===== src/rtl/radix4_booth_iter_mult_if.sv =====
// radix4_booth_iter_mult_if: operand/result valid-ready handshake bundle for the iterative Booth multiplier
interface radix4_booth_iter_mult_if #(parameter int W = 32);
  logic in_valid;
  logic in_ready;
  logic [W-1:0] a;
  logic [W-1:0] b;
  logic out_valid;
  logic out_ready;
  logic [2*W-1:0] p;
  logic busy;
  modport master (output in_valid, a, b, out_ready, input in_ready, out_valid, p, busy);
  modport slave (input in_valid, a, b, out_ready, output in_ready, out_valid, p, busy);
endinterface


===== src/rtl/radix4_booth_iter_mult.sv =====
// radix4_booth_iter_mult: unsigned radix-4 Booth multiplier retiring one digit per clock; define APPROX_EN to truncate the low APPROX_K columns
module radix4_booth_iter_mult #(
  parameter int W = 32,
  parameter int APPROX_K = 16
) (
  input logic clk,
  input logic rst,
  radix4_booth_iter_mult_if.slave bus
);
  localparam int N = W / 2 + 1;
  localparam int AW = 2 * W + 2;
  localparam int CW = $clog2(N + 1);
  localparam logic [CW-1:0] LAST = CW'(N - 1);
  localparam logic [1:0] S_IDLE = 2'd0;
  localparam logic [1:0] S_RUN = 2'd1;
  localparam logic [1:0] S_DONE = 2'd2;
  logic [1:0] r_state;
  logic [W-1:0] r_a;
  logic [W+2:0] r_bx;
  logic [AW-1:0] r_acc;
  logic [CW-1:0] r_cnt;
  logic [2*W-1:0] r_p;
  logic r_out_valid;
  logic [2:0] w_dig;
  logic [AW-1:0] w_a1;
  logic [AW-1:0] w_pp;
  logic [AW-1:0] w_pps;
  logic [AW-1:0] w_acc_nxt;
  // r_bx holds {00, b, b[-1]=0}, so digit i sits at bits [2i+2:2i]
  assign w_dig = 3'(r_bx >> {r_cnt, 1'b0});
  assign w_a1 = AW'(r_a);
  always_comb begin
    w_pp = (w_dig == 3'd1 || w_dig == 3'd2) ? w_a1 :
           (w_dig == 3'd3) ? (w_a1 << 1) :
           (w_dig == 3'd4) ? -(w_a1 << 1) :
           (w_dig == 3'd5 || w_dig == 3'd6) ? -w_a1 : '0;
    w_pps = w_pp << {r_cnt, 1'b0};
  end
`ifdef APPROX_EN
  localparam logic [AW-1:0] MASK = {AW{1'b1}} << APPROX_K;
  assign w_acc_nxt = r_acc + (w_pps & MASK);
`else
  assign w_acc_nxt = r_acc + w_pps;
`endif
  assign bus.in_ready = (r_state == S_IDLE);
  assign bus.busy = (r_state != S_IDLE);
  assign bus.out_valid = r_out_valid;
  assign bus.p = r_p;
  always_ff @(posedge clk) begin
    if (rst) begin
      r_state <= S_IDLE;
      r_a <= '0;
      r_bx <= '0;
      r_acc <= '0;
      r_cnt <= '0;
      r_p <= '0;
      r_out_valid <= 1'b0;
    end else if (r_state == S_IDLE) begin
      if (bus.in_valid) begin
        r_a <= bus.a;
        r_bx <= {2'b00, bus.b, 1'b0};
        r_acc <= '0;
        r_cnt <= '0;
        r_state <= S_RUN;
      end
    end else if (r_state == S_RUN) begin
      r_acc <= w_acc_nxt;
      r_cnt <= r_cnt + 1'b1;
      if (r_cnt == LAST) begin
        r_p <= w_acc_nxt[2*W-1:0];
        r_out_valid <= 1'b1;
        r_state <= S_DONE;
      end
    end else if (r_state == S_DONE) begin
      if (bus.out_ready) begin
        r_out_valid <= 1'b0;
        r_state <= S_IDLE;
      end
    end else begin
      r_state <= S_IDLE;
    end
  end
endmodule


===== src/flat_wrapper.sv =====
// flat-port wrapper written by rule: the top's interface ports become plain ports
module radix4_booth_iter_mult_flat 
#(
  parameter int W = 32,
  parameter int APPROX_K = 16
)
  (clk, rst, bus_in_valid, bus_a, bus_b, bus_out_ready, bus_in_ready, bus_out_valid, bus_p, bus_busy);
  radix4_booth_iter_mult_if #(.W(W)) bus_i ();
  input logic clk;
  input logic rst;
  input wire logic [$bits(bus_i.in_valid)-1:0] bus_in_valid;
  input wire logic [$bits(bus_i.a)-1:0] bus_a;
  input wire logic [$bits(bus_i.b)-1:0] bus_b;
  input wire logic [$bits(bus_i.out_ready)-1:0] bus_out_ready;
  output wire logic [$bits(bus_i.in_ready)-1:0] bus_in_ready;
  output wire logic [$bits(bus_i.out_valid)-1:0] bus_out_valid;
  output wire logic [$bits(bus_i.p)-1:0] bus_p;
  output wire logic [$bits(bus_i.busy)-1:0] bus_busy;
  assign bus_i.in_valid = bus_in_valid;
  assign bus_i.a = bus_a;
  assign bus_i.b = bus_b;
  assign bus_i.out_ready = bus_out_ready;
  assign bus_in_ready = bus_i.in_ready;
  assign bus_out_valid = bus_i.out_valid;
  assign bus_p = bus_i.p;
  assign bus_busy = bus_i.busy;
  radix4_booth_iter_mult #(.W(W), .APPROX_K(APPROX_K)) u_core (.clk(clk), .rst(rst), .bus(bus_i));
endmodule

===== config.mk =====
export PLATFORM = sky130hd
export DESIGN_NAME = radix4_booth_iter_mult_flat
export DESIGN_NICKNAME = d
export VERILOG_FILES = /design/src/rtl/radix4_booth_iter_mult_if.sv /design/src/rtl/radix4_booth_iter_mult.sv /design/src/flat_wrapper.sv
export SDC_FILE = /design/constraint.sdc
export NUM_CORES = 1
export LEC_CHECK = 0
export BUFFER_PORTS_ARGS = -buffer_cell sky130_fd_sc_hd__buf_4
export CAP_MARGIN = 20
export CELL_PAD_IN_SITES_DETAIL_PLACEMENT = 1
export CELL_PAD_IN_SITES_GLOBAL_PLACEMENT = 1
export CORE_MARGIN = 4
export CORE_UTILIZATION = 45
export DETAILED_ROUTE_END_ITERATION = 8
export GPL_TIMING_DRIVEN = 0
export HOLD_SLACK_MARGIN = 0.08
export PLACE_DENSITY = 0.81
export SLEW_MARGIN = 20
export SYNTH_ARGS = -nofsm -noshare
export SYNTH_HDL_FRONTEND = slang
export SYNTH_SLANG_ARGS = --single-unit

===== constraint.sdc =====
create_clock -name clk -period 7.3 [get_ports clk]
set_clock_uncertainty 0.15 [all_clocks]
set_input_delay 1.46 -clock clk [delete_from_list [all_inputs] [get_ports clk]]
set_output_delay 1.46 -clock clk [all_outputs]
set_load 0.005 [all_outputs]

**Word level (Yosys, flattened, before mapping)**

Index checks and enable logic that the tools add are counted.

- Register bits: 202
- Input port bits: 68
- Output and inout bits: 67

- $add $sub $neg: 4
- Eq/ne operators: 13
- Shifts and indexed selects: 2
- Muxes and demuxes: 20
- Bitwise logic cells: 1
- Reductions and logical operators: 12

Operators by type and width:

| cell | count |
|---|---|
| $mux W66 | 7 |
| $add A66 B66 Y66 | 1 |
| $neg A32 Y66 | 1 |
| $neg A33 Y66 | 1 |
| $shl A66 B6 Y66 | 1 |
| $shr A33 B6 Y3 | 1 |
| $mux W5 | 3 |
| $mux W2 | 6 |
| $eq A3 B3 Y1 const B | 3 |
| $reduce_bool A2 Y1 | 4 |
| $eq A3 B2 Y1 const B | 2 |
| $reduce_and A3 Y1 | 2 |
| $add A5 B1 Y5 const B | 1 |
| $eq A5 B5 Y1 const B | 1 |
| $mux W1 | 4 |
| $ne A2 B2 Y1 const B | 2 |
| $ne A4 B3 Y1 const B | 1 |
| $reduce_and A2 Y1 | 2 |
| $reduce_and A4 Y1 | 1 |
| $eq A3 B1 Y1 const B | 1 |
| $ne A3 B3 Y1 const B | 1 |
| $eq A2 B1 Y1 const B | 1 |
| $eq A2 B2 Y1 const B | 1 |
| $logic_not A2 Y1 | 1 |
| 2 further kinds | 3 |

**Longest topological paths before layout**

- Depth in word-level cells: 11
- Depth in mapped cells: 32
- Mapped depth without buffers: 27

**Worst setup path after synthesis**

No wires, ideal clock.

- Path kind: register to register
- Start point: register u_core.r_cnt[1]
- End point: register u_core.r_acc[61]
- Library setup time: 128 ps
- Data arrival time: 6154 ps
- Data required time: 7022 ps
- Path slack: 867 ps
- Cell stages (with the launch flop): 28
- Buffers on the path: 4
- Path through: dfxtp_1 > buf_6 > mux4_2 > mux2i_1 > o32a_1 > buf_2 > buf_2 > mux2_2 > a221o_1 > mux2i_1 > mux2i_1 > mux2_2 > a21oi_1 > nor2_1 > ha_1 > clkbuf_1 > nand2_1 > or3_1 > a21oi_1 > o21ai_0 > a2111oi_0 > o21ai_0 > a311oi_1 > o2111ai_1 > a21boi_0 > o21ai_0 > mux2i_1 > o211ai_1

- Cells in the longest elaborated chain, start to end: 11
- Elaborated cells between the ends (all ways): 17

Ends and longest elaborated chain:

| element | line | source |
|---|---|---|
| start: declaration | radix4_booth_iter_mult.sv:21 | `logic [CW-1:0] r_cnt;` |
| start signal: assignment | radix4_booth_iter_mult.sv:68 | `r_cnt <= r_cnt + 1'b1;` |
| $shr A33 B6 Y3 | radix4_booth_iter_mult.sv:30 | `assign w_dig = 3'(r_bx >> {r_cnt, 1'b0});` |
| $eq A3 B3 Y1 | radix4_booth_iter_mult.sv:36 | `(w_dig == 3'd5 \|\| w_dig == 3'd6) ? -w_a1 : '0;` |
| $logic_or A1 B1 Y1 | radix4_booth_iter_mult.sv:36 |  |
| $mux W66 | radix4_booth_iter_mult.sv:36 |  |
| $mux W66 | radix4_booth_iter_mult.sv:35 | `(w_dig == 3'd4) ? -(w_a1 << 1) :` |
| $mux W66 | radix4_booth_iter_mult.sv:34 | `(w_dig == 3'd3) ? (w_a1 << 1) :` |
| $mux W66 | radix4_booth_iter_mult.sv:33 | `w_pp = (w_dig == 3'd1 \|\| w_dig == 3'd2) ? w_a1 :` |
| $shl A66 B6 Y66 (*) | radix4_booth_iter_mult.sv:37 | `w_pps = w_pp << {r_cnt, 1'b0};` |
| $add A66 B66 Y66 (*) | radix4_booth_iter_mult.sv:43 | `assign w_acc_nxt = r_acc + w_pps;` |
| $mux W66 (*) | radix4_booth_iter_mult.sv:66 | `end else if (r_state == S_RUN) begin` |
| $mux W66 (*) | radix4_booth_iter_mult.sv:58 | `end else if (r_state == S_IDLE) begin` |
| end signal: assignment | radix4_booth_iter_mult.sv:67 | `r_acc <= w_acc_nxt;` |
| end: declaration | radix4_booth_iter_mult.sv:20 | `logic [AW-1:0] r_acc;` |

Mark *: on every way between the ends. The rest lies on a longest branch, timed or not. The select of a mux whose other input is x is not followed.
A chain may end at the register's enable or synchronous reset.

**Worst setup path in the final report**

- Start point: register u_core.r_cnt[0]
- End point: register u_core.r_p[43], in the netlist u_core.bus.p[43]

- Cells in the longest elaborated chain, start to end: 9
- Elaborated cells between the ends (all ways): 17

Ends and longest elaborated chain:

| element | line | source |
|---|---|---|
| $shr A33 B6 Y3 | radix4_booth_iter_mult.sv:30 |  |
| $eq A3 B3 Y1 | radix4_booth_iter_mult.sv:36 |  |
| $logic_or A1 B1 Y1 | radix4_booth_iter_mult.sv:36 |  |
| $mux W66 | radix4_booth_iter_mult.sv:36 |  |
| $mux W66 | radix4_booth_iter_mult.sv:35 |  |
| $mux W66 | radix4_booth_iter_mult.sv:34 |  |
| $mux W66 | radix4_booth_iter_mult.sv:33 |  |
| $shl A66 B6 Y66 | radix4_booth_iter_mult.sv:37 |  |
| $add A66 B66 Y66 | radix4_booth_iter_mult.sv:43 |  |
| end signal: assignment | radix4_booth_iter_mult.sv:70 | `r_p <= w_acc_nxt[2*W-1:0];` |
| end: declaration | radix4_booth_iter_mult.sv:22 | `logic [2*W-1:0] r_p;` |

Several ways; a longest one is shown, not always the timed one.

==> impl_metrics.json <==
{
  "vias": 15944,
  "die_h_um": 190,
  "gp_congestion": 0.963,
  "crit_start": "u_core.r_cnt[0]$_SDFFE_PP0P_",
  "overflow": 0,
  "antenna_found_initial": 1,
  "fillers": 4081,
  "hpwlAfterDp_um": 45900,
  "cts_root_buffer": "clkbuf_16",
  "clock.fmax_mhz": 138,
  "crit_arrival_ps": 7510,
  "power_mw": 3.18,
  "crit_type": "flip-flop to flip-flop",
  "synth-seq-cells": 200,
  "required_ps": 7550,
  "cts_tree": "done",
  "preCtsSetupSlack_ps": -1460,
  "coreArea_um2": 32600,
  "min-delay-start": "u_core.bus.p[23]$_SDFFE_PP0P_",
  "clockBufferDepth": 2,
  "synth-seq-area-share": 0.269,
  "slew-limit-headroom": 0.206,
  "wl_um": 59900,
  "post_synth_num_cell_types": 90,
  "num_io_pins": 135,
  "postCtsHoldBufs": 0,
  "clkTransAtPathRegs_ps": 80,
  "drc": 0,
  "worstMarginPinSlew_ps": 1180,
  "syn_inst": 1989,
  "cts.sinks": 200,
  "place_inst": 2564,
  "h-tree-depth": 4,
  "final-setup-viol-count": 0,
  "final_util": 0.551,
  "grt_pass1_vias": 16361,
  "grt_max_degree": 22,
  "min_period_ps": 7260,
  "die_x_um": 190,
  "max-cap-violations": 0,
  "yosysWarnings": 0,
  "hold_class": "flip-flop to flip-flop",
  "synthArstFlopShare": 0,
  "worstSetupEndpointType": "flip-flop",
  "fin_nets": 2302,
  "netlist_top_cells_area": "dfxtp_1, nand2_1, a21oi_1",
  "fin_ws_ps": 37.6,
  "vdd.ir_drop.worst_mv": 0.182,
  "cp-start-kind": "flip-flop",
  "clk_latency_ps": 490,
  "postLayoutCellArea_um2": 18000,
  "grt_util_all_layers": 0.321,
  "pwr_density_cell_nw_per_um2": 177,
  "synth.cell_area_um2": 14900,
  "dieArea_um2": 36100,
  "avgSynthCellArea_um2": 7.49,
  "yosysTopAreaCell": "dfxtp_1",
  "hold_slack_ps": 307,
  "synth_fp_nets": 2129,
  "portBuffers": 133,
  "cts_made_buffers": 17,
  "status": "completed",
  "finalSetupTns_ps": 0,
  "timing.final.crit_share": 0.995,
  "yosys_most_used_dff": "dfxtp_1",
  "leakagePower_nw": 7.49,
  "drive_gt1_frac": 0.180,
  "area_growth_pct": 20.7,
  "firstDrtPassIters": 8,
  "slew_violations": 0,
  "hold_viol_final": 0,
  "antennaDiodeCount": 0,
  "synth_edf_count": 0,
  "critical_path.max_fanout": 10,
  "viasPerCell": 6.09,
  "synth_common_cells": "nand2_1, a21oi_1, dfxtp_1, nor2_1, clkbuf_1",
  "yosysTopAreaCellShare": 0.269,
  "rows": 66,
  "worstReg2RegStart": "u_core.r_cnt[0]$_SDFFE_PP0P_",
  "wl_per_cell_um": 22.9,
  "start_util": 0.456,
  "ant_nets": 0,
  "dpl-instance-area_um2": 16400,
  "drt_iter0_markers": 1196,
  "yosysMostFrequentCell": "nand2_1",
  "grt_pass1_wl_um": 92000,
  "fin_cells": 2617
}
metal layers:
layer  vias up  GRT usage  wire length (um)
met5         -          0                 0
met4         0      0.148              2710
met3       121     0.0396              2690
met2       488      0.556             29100
met1      7811      0.399             25400
li1       7524          -                 -
cells in the final DEF (no fill, tap or decap), types with 13 or more instances in the layout:
| cell type | netlist | routed |
|---|---|---|
| dfxtp_1 | 200 | 199 |
| nand2_1 | 349 | 348 |
| mux2_2 | 15 | 15 |
| nor3_1 | 27 | 26 |
| xnor2_1 | 60 | 55 |
| mux2i_2 | 0 | 15 |
| a21o_1 | 61 | 61 |
| nor2_1 | 177 | 174 |
| inv_1 | 42 | 41 |
| a211oi_1 | 23 | 17 |
| a21oi_2 | 1 | 13 |
| mux4_2 | 13 | 13 |
| a21oi_1 | 233 | 221 |
| ha_1 | 71 | 60 |
| a22oi_1 | 59 | 57 |
| or3_1 | 16 | 14 |
| o21ai_0 | 75 | 60 |
| clkbuf_1 | 102 | 90 |
| buf_4 | 2 | 163 |
| buf_1 | 16 | 15 |
| nand4_1 | 17 | 17 |
| mux2i_1 | 59 | 42 |
| xor2_1 | 31 | 31 |
| and2_1 | 19 | 20 |
| nand3_1 | 39 | 38 |
| a22o_1 | 14 | 14 |
| clkbuf_16 | 0 | 17 |
repair_timing:
action,4_1_cts,5_1_grt
setup buffers,8,18
setup endpoints to repair,78,52
pin swaps,6,23
cloned,0,1
gates resized for setup,60,121
cell families (layout without fill, tap and decap cells):
family | Yosys count | in the layout | share of synthesized area
compound gates | 628 | 628 | 0.274
buf+inv | 189 | 375 | 0.0527
xor+xnor | 92 | 92 | 0.0546
flops | 200 | 200 | 0.269
mux | 92 | 92 | 0.0752
simple gates | 716 | 716 | 0.213
fa+ha+maj | 72 | 72 | 0.0610
where the power goes:
group | switching, mW | internal [mW] | leakage (nW)
combinational | 0.663 | 0.374 | 5.58
sequential | 0.0329 | 1.12 | 1.62
clock | 0.526 | 0.464 | 0.289
area by class of cell:
class	count	area (um2)	share of cell area
Clock buffer	17	425	0.0237
Tap cell	442	553	0.0308
Clock inverter	15	175	0.00974
Inverter	45	175	0.00974
Timing Repair Buffer	160	1200	0.0667
Sequential cell	200	4010	0.223
Buffer	138	656	0.0365
Multi-Input combinational cell	1600	10800	0.600
worst paths after layout:
check | end | slack [ps] | depth (start not counted)
max reg2reg | u_core.bus.p[43]$_SDFFE_PP0P_ | 40 | 24
max | u_core.bus.p[43]$_SDFFE_PP0P_ | 40 | 24
min | u_core.bus.p[23]$_SDFFE_PP0P_ | 310 | 2
min reg2reg | u_core.bus.p[23]$_SDFFE_PP0P_ | 310 | 2
critical path, stage by stage (launching register included):
cell and delay (ps):
dfxtp_1 360, buf_6 190, mux4_2 530, o22ai_2 260, a211oi_4 90, buf_4 160, xnor2_1 140, buf_4 200
a22o_1 220, a222oi_1 520, inv_1 140, mux4_2 540, mux2i_2 190, o22a_1 170, nor2_1 90, ha_1 390
nand4_1 160, or3_4 410, o41ai_1 980, a211oi_1 370, o21bai_1 250, a21oi_1 100, xnor2_1 250, nand2_1 110
a21oi_1 180
state kept, by name, indices dropped and copies added (netlist names):
| name | cells |
|---|---|
| u_core.r_acc | 64 |
| u_core.r_state | 2 |
| u_core.r_cnt | 5 |
| u_core.bus.out_valid | 1 |
| u_core.r_a | 32 |
| u_core.r_bx | 32 |
| u_core.bus.p | 64 |
(Power assumes the default switching activity.)
